[src/rtl/eth_tx_framer.sv]
// ---------------------------------------------------------------------------
// eth_tx_framer
// RMII-side Ethernet frame transmitter. Takes payload bytes (destination MAC
// through end of data) on a valid/ready byte stream and emits one dibit per
// clock: 31 preamble dibits, the SFD dibit, the payload, the CRC-32 FCS, then
// an inter-frame gap during which no new frame is accepted.
//
// Optional feature: define ETH_TX_PAD_EN to zero-pad short payloads up to
// MIN_PAYLOAD bytes before the FCS. Without it, short frames go out unpadded.
//
// Ports
//   clk    : 50 MHz system clock, one dibit per cycle
//   rst_n  : asynchronous reset, active low
//   axiiv  : payload byte valid
//   axiid  : payload byte
//   axiil  : last payload byte of the frame (qualified by axiiv)
//   axiir  : ready; a byte moves on a cycle with axiiv && axiir
//   axiov  : TXEN, high for preamble/SFD/payload/pad/FCS dibits
//   axiod  : TXD dibit, byte bit pairs {b[2k], b[2k+1]} for k = 0..3
//   done   : one-cycle pulse on the first cycle after the last FCS dibit
//   err    : one-cycle pulse when the payload stream underruns
// ---------------------------------------------------------------------------
module eth_tx_framer #(
  parameter int IFG_DIBITS  = 48,
  parameter int MIN_PAYLOAD = 60
) (
  input  logic       clk,
  input  logic       rst_n,
  input  logic       axiiv,
  input  logic [7:0] axiid,
  input  logic       axiil,
  output logic       axiir,
  output logic       axiov,
  output logic [1:0] axiod,
  output logic       done,
  output logic       err
);

  if (IFG_DIBITS < 1 || MIN_PAYLOAD < 1) begin : g_param_check
    $error("eth_tx_framer: IFG_DIBITS and MIN_PAYLOAD must be >= 1");
  end

`ifdef ETH_TX_PAD_EN
  typedef enum logic [2:0] {S_IDLE, S_PRE, S_SFD, S_DATA, S_FCS, S_IFG, S_PAD} state_t;
`else
  typedef enum logic [2:0] {S_IDLE, S_PRE, S_SFD, S_DATA, S_FCS, S_IFG} state_t;
`endif

  // Dibit counter must reach 30 (preamble) and IFG_DIBITS-1 (gap).
  localparam int CW = $clog2(IFG_DIBITS > 32 ? IFG_DIBITS : 32);

  function automatic logic [31:0] crc_byte(input logic [31:0] c, input logic [7:0] d);
    logic [31:0] r;
    r = c;
    for (int i = 0; i < 8; i++) begin
      r = (r >> 1) ^ ({32{r[0] ^ d[i]}} & 32'hEDB8_8320);
    end
    return r;
  endfunction

  state_t         state_q, state_d;
  logic [CW-1:0]  cnt_q, cnt_d;
  logic [31:0]    sh_q, sh_d;       // dibit shifter: payload byte or ~CRC
  logic [31:0]    crc_q, crc_d;
  logic           last_q, last_d;
  logic           axiir_q, axiir_d;
  logic           axiov_q, axiov_d;
  logic [1:0]     axiod_q, axiod_d;
  logic           done_q, done_d;
  logic           err_q, err_d;
  logic           take;
`ifdef ETH_TX_PAD_EN
  logic [10:0]    bcnt_q, bcnt_d;
  logic [10:0]    bcnt_inc;
  assign bcnt_inc = (bcnt_q == 11'h7FF) ? bcnt_q : bcnt_q + 11'd1;
`endif

  assign take = axiiv & axiir_q;

  always_comb begin
    state_d = state_q;
    cnt_d   = cnt_q + CW'(1);
    sh_d    = sh_q;
    crc_d   = crc_q;
    last_d  = last_q;
    done_d  = 1'b0;
    err_d   = 1'b0;
`ifdef ETH_TX_PAD_EN
    bcnt_d  = bcnt_q;
`endif
    case (state_q)
      S_IDLE: begin
        cnt_d = '0;
        if (take) begin
          state_d = S_PRE;
          sh_d    = {24'd0, axiid};
          last_d  = axiil;
          crc_d   = crc_byte(32'hFFFF_FFFF, axiid);
`ifdef ETH_TX_PAD_EN
          bcnt_d  = 11'd1;
`endif
        end
      end
      S_PRE: begin
        if (cnt_q == CW'(30)) begin
          state_d = S_SFD;
          cnt_d   = '0;
        end
      end
      S_SFD: begin
        state_d = S_DATA;
        cnt_d   = '0;
      end
      S_DATA: begin
        sh_d = {2'b00, sh_q[31:2]};
        if (cnt_q == CW'(3)) begin
          cnt_d = '0;
          if (last_q) begin
`ifdef ETH_TX_PAD_EN
            if (bcnt_q < 11'(MIN_PAYLOAD)) begin
              state_d = S_PAD;
              sh_d    = '0;
              crc_d   = crc_byte(crc_q, 8'h00);
              bcnt_d  = bcnt_inc;
            end else
`endif
            begin
              state_d = S_FCS;
              sh_d    = ~crc_q;
            end
          end else if (take) begin
            // Next byte loads directly behind the current one: no bubble.
            sh_d   = {24'd0, axiid};
            last_d = axiil;
            crc_d  = crc_byte(crc_q, axiid);
`ifdef ETH_TX_PAD_EN
            bcnt_d = bcnt_inc;
`endif
          end else begin
            // Underrun: abandon the frame without an FCS.
            state_d = S_IFG;
            err_d   = 1'b1;
          end
        end
      end
`ifdef ETH_TX_PAD_EN
      S_PAD: begin
        if (cnt_q == CW'(3)) begin
          cnt_d = '0;
          if (bcnt_q >= 11'(MIN_PAYLOAD)) begin
            state_d = S_FCS;
            sh_d    = ~crc_q;
          end else begin
            crc_d  = crc_byte(crc_q, 8'h00);
            bcnt_d = bcnt_inc;
          end
        end
      end
`endif
      S_FCS: begin
        sh_d = {2'b00, sh_q[31:2]};
        if (cnt_q == CW'(15)) begin
          state_d = S_IFG;
          cnt_d   = '0;
          done_d  = 1'b1;
        end
      end
      S_IFG: begin
        if (cnt_q == CW'(IFG_DIBITS - 1)) begin
          state_d = S_IDLE;
          cnt_d   = '0;
        end
      end
      default: begin
        state_d = S_IDLE;
        cnt_d   = '0;
      end
    endcase

    // Outputs are registered copies of what the next state presents.
    axiov_d = (state_d != S_IDLE) && (state_d != S_IFG);
    case (state_d)
      S_PRE:   axiod_d = 2'b10;
      S_SFD:   axiod_d = 2'b11;
      S_IDLE,
      S_IFG:   axiod_d = 2'b00;
      default: axiod_d = {sh_d[0], sh_d[1]};
    endcase
    axiir_d = (state_d == S_IDLE) ||
              ((state_d == S_DATA) && (cnt_d == CW'(3)) && !last_d);
  end

  always_ff @(posedge clk or negedge rst_n) begin
    if (!rst_n) begin
      state_q <= S_IDLE;
      cnt_q   <= '0;
      sh_q    <= '0;
      crc_q   <= 32'hFFFF_FFFF;
      last_q  <= 1'b0;
      axiir_q <= 1'b1;
      axiov_q <= 1'b0;
      axiod_q <= 2'b00;
      done_q  <= 1'b0;
      err_q   <= 1'b0;
`ifdef ETH_TX_PAD_EN
      bcnt_q  <= '0;
`endif
    end else begin
      state_q <= state_d;
      cnt_q   <= cnt_d;
      sh_q    <= sh_d;
      crc_q   <= crc_d;
      last_q  <= last_d;
      axiir_q <= axiir_d;
      axiov_q <= axiov_d;
      axiod_q <= axiod_d;
      done_q  <= done_d;
      err_q   <= err_d;
`ifdef ETH_TX_PAD_EN
      bcnt_q  <= bcnt_d;
`endif
    end
  end

  assign axiir = axiir_q;
  assign axiov = axiov_q;
  assign axiod = axiod_q;
  assign done  = done_q;
  assign err   = err_q;

endmodule

[config.mk]
export PLATFORM = sky130hd
export DESIGN_NAME = eth_tx_framer
export DESIGN_NICKNAME = d
export VERILOG_FILES = /design/src/rtl/eth_tx_framer.sv
export SDC_FILE = /design/constraint.sdc
export NUM_CORES = 1
export LEC_CHECK = 0
export ABC_AREA = 1
export BUFFER_PORTS_ARGS = -buffer_cell sky130_fd_sc_hd__buf_2
export CAP_MARGIN = 5
export CORE_AREA = 4 4 107 109
export DETAILED_ROUTE_END_ITERATION = 12
export DIE_AREA = 0 0 111 113
export GPL_TIMING_DRIVEN = 0
export MAX_ROUTING_LAYER = met4
export PLACE_DENSITY = 0.76
export SLEW_MARGIN = 25
export SYNTH_ARGS = -nofsm -noshare
export SYNTH_HDL_FRONTEND = slang
export SYNTH_SLANG_ARGS = --single-unit
[constraint.sdc]
create_clock -name clk -period 1.7 [get_ports clk]
set_input_delay 0.51 -clock clk [delete_from_list [all_inputs] [get_ports clk]]
set_output_delay 0.51 -clock clk [all_outputs]
set_load 0.01 [all_outputs]
==> metrics.yaml <==
run_status:
  status: "finished with violations"
  violations: "setup timing"
global_routing:
  grt_pass1_wl_mm: 30.02
  grt_pass1_vias: 5742
  grt_antenna_before_repair: 0
  grt_start_max_net_pins: 48
  overflow: 0
  grt_use_total_pct: 31.59
power:
  power.total_w: 0.01301
  p_per_area_nw_per_um2: 1672
  peakVddDrop_mv: 1.115
  power.leakage_nw: 3.719
synthesis:
  synth_top_area_share_pct: 19.89
  avgSynthCellArea_um2: 6.788
  yosysSeqAreaShare_pct: 34.48
  synthArstFlopShare_pct: 100.0
  netlist_top_cells_area: "nand2_1, dfrtp_1, dfstp_2, xor2_1, nand3_1"
  ys_warn_count: 0
  syn-cell-area_um2: 5926
  yosys_most_used_dff: "dfrtp_1"
  synth_edf_count: 0
  yosys_register_bits: 80
  yosys.area.top_type: "nand2_1"
  syn-num-nets: 887
  syn-instance-count: 873
  yosysUniqueCellTypes: 41
finish:
  diodes: 0
  drive_gt1_share_pct: 34.75
  fillers: 788
  area_growth_pct: 31.33
  multi_input_area_um2: 3994
  fin_nets: 976
  seq_area_um2: 2051
sta:
  finalMaxSlewViolations: 0
  max_slew_margin_pct: 68.42
  hold_viol: 0
  tns_ps: -1615
  setup_ws_ps: -179.6
  timing.hold.ws_ps: 75.92
  fin_skew_ps: 11.99
  max_clock_freq_ghz: 0.5320
  finalCritPeriodShare_pct: 110.6
  setup_viol: 34
  rsz0062_at_grt: "true"
  worstMarginPinSlew_ps: 471.4
  finalCriticalPeriod_ps: 1880
die:
  row_count: 38
  die_w_um: 111
  die-area_um2: 12540
  initial_core_util_pct: 55.89
  die-height_um: 113
  num_io_pins: 18
  core_um2: 10600
worst_setup_path:
  critPathRequiredTime_ps: 1990
  path_class: "register to register"
  reg2reg_slack_ps: -180
  endpoint_kind: "register"
  crit_fanout: 10
  arrival_ps: 2170
  start_kind: "register"
placement:
  gp_congestion: 0.9744
  io_buffers: 11
  hpwl_mm: 13.11
cts:
  cts_buffers: 9
  clkTransAtPathRegs_ps: 100
  clockBufferDepth: 2
  cts.sinks: 80
  insertion_delay_ps: 390
  cts_tree: "built"
  root_buffer: "clkbuf_8"
  h-tree-depth: 3
routing:
  drt_first_pass_iters: 5
  num_vias: 6493
  drt-initial-drc-count: 762
  vias_per_cell: 5.865
  finalWirelength_mm: 20.66
  remaining_drc_errors: 0
  post_drt_wl_per_cell_um: 18.67
  antenna_left: 0
hold_path:
  hold_path.class: "primary input to asynchronous set/reset pin"
job:
  cap_violations: 0
==> worst max-delay path: stages, from the launching register on <==
cell	delay (ps)
dfrtp_1	380
inv_2	70
nor2_4	120
nand2_2	100
buf_12	150
nor2_4	130
nor2_4	60
nor2_8	220
buf_6	210
nor2_1	80
a31oi_1	250
==> metal layers <==
layer	wire length, um	track usage (%)	vias up
met5	0	-	-
met1	7825	40.69	3051
li1	-	-	2948
met2	9520	47.90	390
met4	1163	17.65	0
met3	2155	4.866	104
==> stage by stage <==
stage | worst slack (ps) | cells | utilization, % | area, um^2
global placement | -510.9 | 1024 | 58.06 | 6156
CTS | -42.56 | 1063 | 64.62 | 6852
finish | -179.6 | 1107 | 73.40 | 7782
global route | -171.3 | 1107 | 73.40 | 7782
detailed placement | -432.1 | 1025 | 58.34 | 6186
floorplan | 45.38 | 873 | - | 5926
==> cells in the final DEF, fill, tap and decap left out, types with 16 or more instances in the layout <==
cell type,instances
buf_4,64
o21ai_0,47
buf_6,16
xor2_1,31
nand2_2,47
inv_2,20
dfstp_2,33
dfrtp_1,41
nor2_1,50
inv_1,63
a21oi_1,28
nand2_1,257
nand3_1,57
nand2_4,22
==> state kept, by name, summed over array words and instances, names as in the netlist <==
register  flops
done          1
crc_q        32
state_q       3
err           1
axiod         2
cnt_q         6
axiir         1
sh_q         32
last_q        1
axiov         1
==> synth_stat cells (2+ instances only) <==
master    number
o32ai_1        2
ha_1           2
buf_4          8
xor2_1        42
inv_1         80
nor2_4         2
xnor2_2        2
a21oi_1       37
inv_2          8
nor2_1        59
clkbuf_1       5
o21ai_0       56
o21ai_2        3
inv_4          2
or2_2          3
nand3_1       71
buf_2         13
o21ai_1        4
nand4_1        4
o22ai_1        6
nor2_2         6
nand2_2       14
a31oi_1        6
xnor2_1       10
a22oi_1        6
buf_6          8
dfrtp_1       47
o221ai_1       2
nand2_1      314
nor3_1         4
o211ai_1       5
dfstp_2       33
==> logic make-up after synthesis <==
| kind of cell | synth area share, % |
|---|---|
| simple gates | 34.10 |
| compound gates | 12.29 |
| buf+inv | 9.734 |
| flops | 34.48 |
| xor+xnor | 8.974 |
| fa+ha+maj | 0.4222 |
==> timing repair <==
item,CTS,global route
pin swaps,12,61
hold buffers,0,0
buffers inserted,22,46
endpoints found under the setup margin,65,70
gates resized for setup,74,156
==> layout make-up <==
| cell class | instances | share of cell area (%) |
|---|---|---|
| plain buffers | 33 | 3.810 |
| clock buffers | 9 | 1.592 |
| clock inverters | 7 | 1.334 |
| inverters | 90 | 4.646 |
| multi-input cells | 669 | 51.32 |
| flip-flops and latches | 80 | 26.35 |
| well taps | 140 | 2.251 |
| repair buffers | 79 | 8.698 |
==> worst paths after layout <==
| kind | cells after the start | from | to |
|---|---|---|---|
| worst max-delay path | 10 | state_q[0] | crc_q[11] |
| worst min-delay path | 1 | rst_n | sh_q[20] |
| worst max register to register | 10 | state_q[0] | crc_q[11] |
| worst min register to register | 2 | crc_q[9] | crc_q[9] |
| max in group asynchronous | 2 | rst_n | crc_q[3] |
| min in group clk | 3 | axiid[3] | sh_q[3] |
==> power by group <==
part           switching [W]  internal [W]
Clock               0.000811      0.000844
Combinational        0.00483       0.00310
Sequential          0.000669       0.00276
Note: power is estimated with default switching activity, not from simulation.
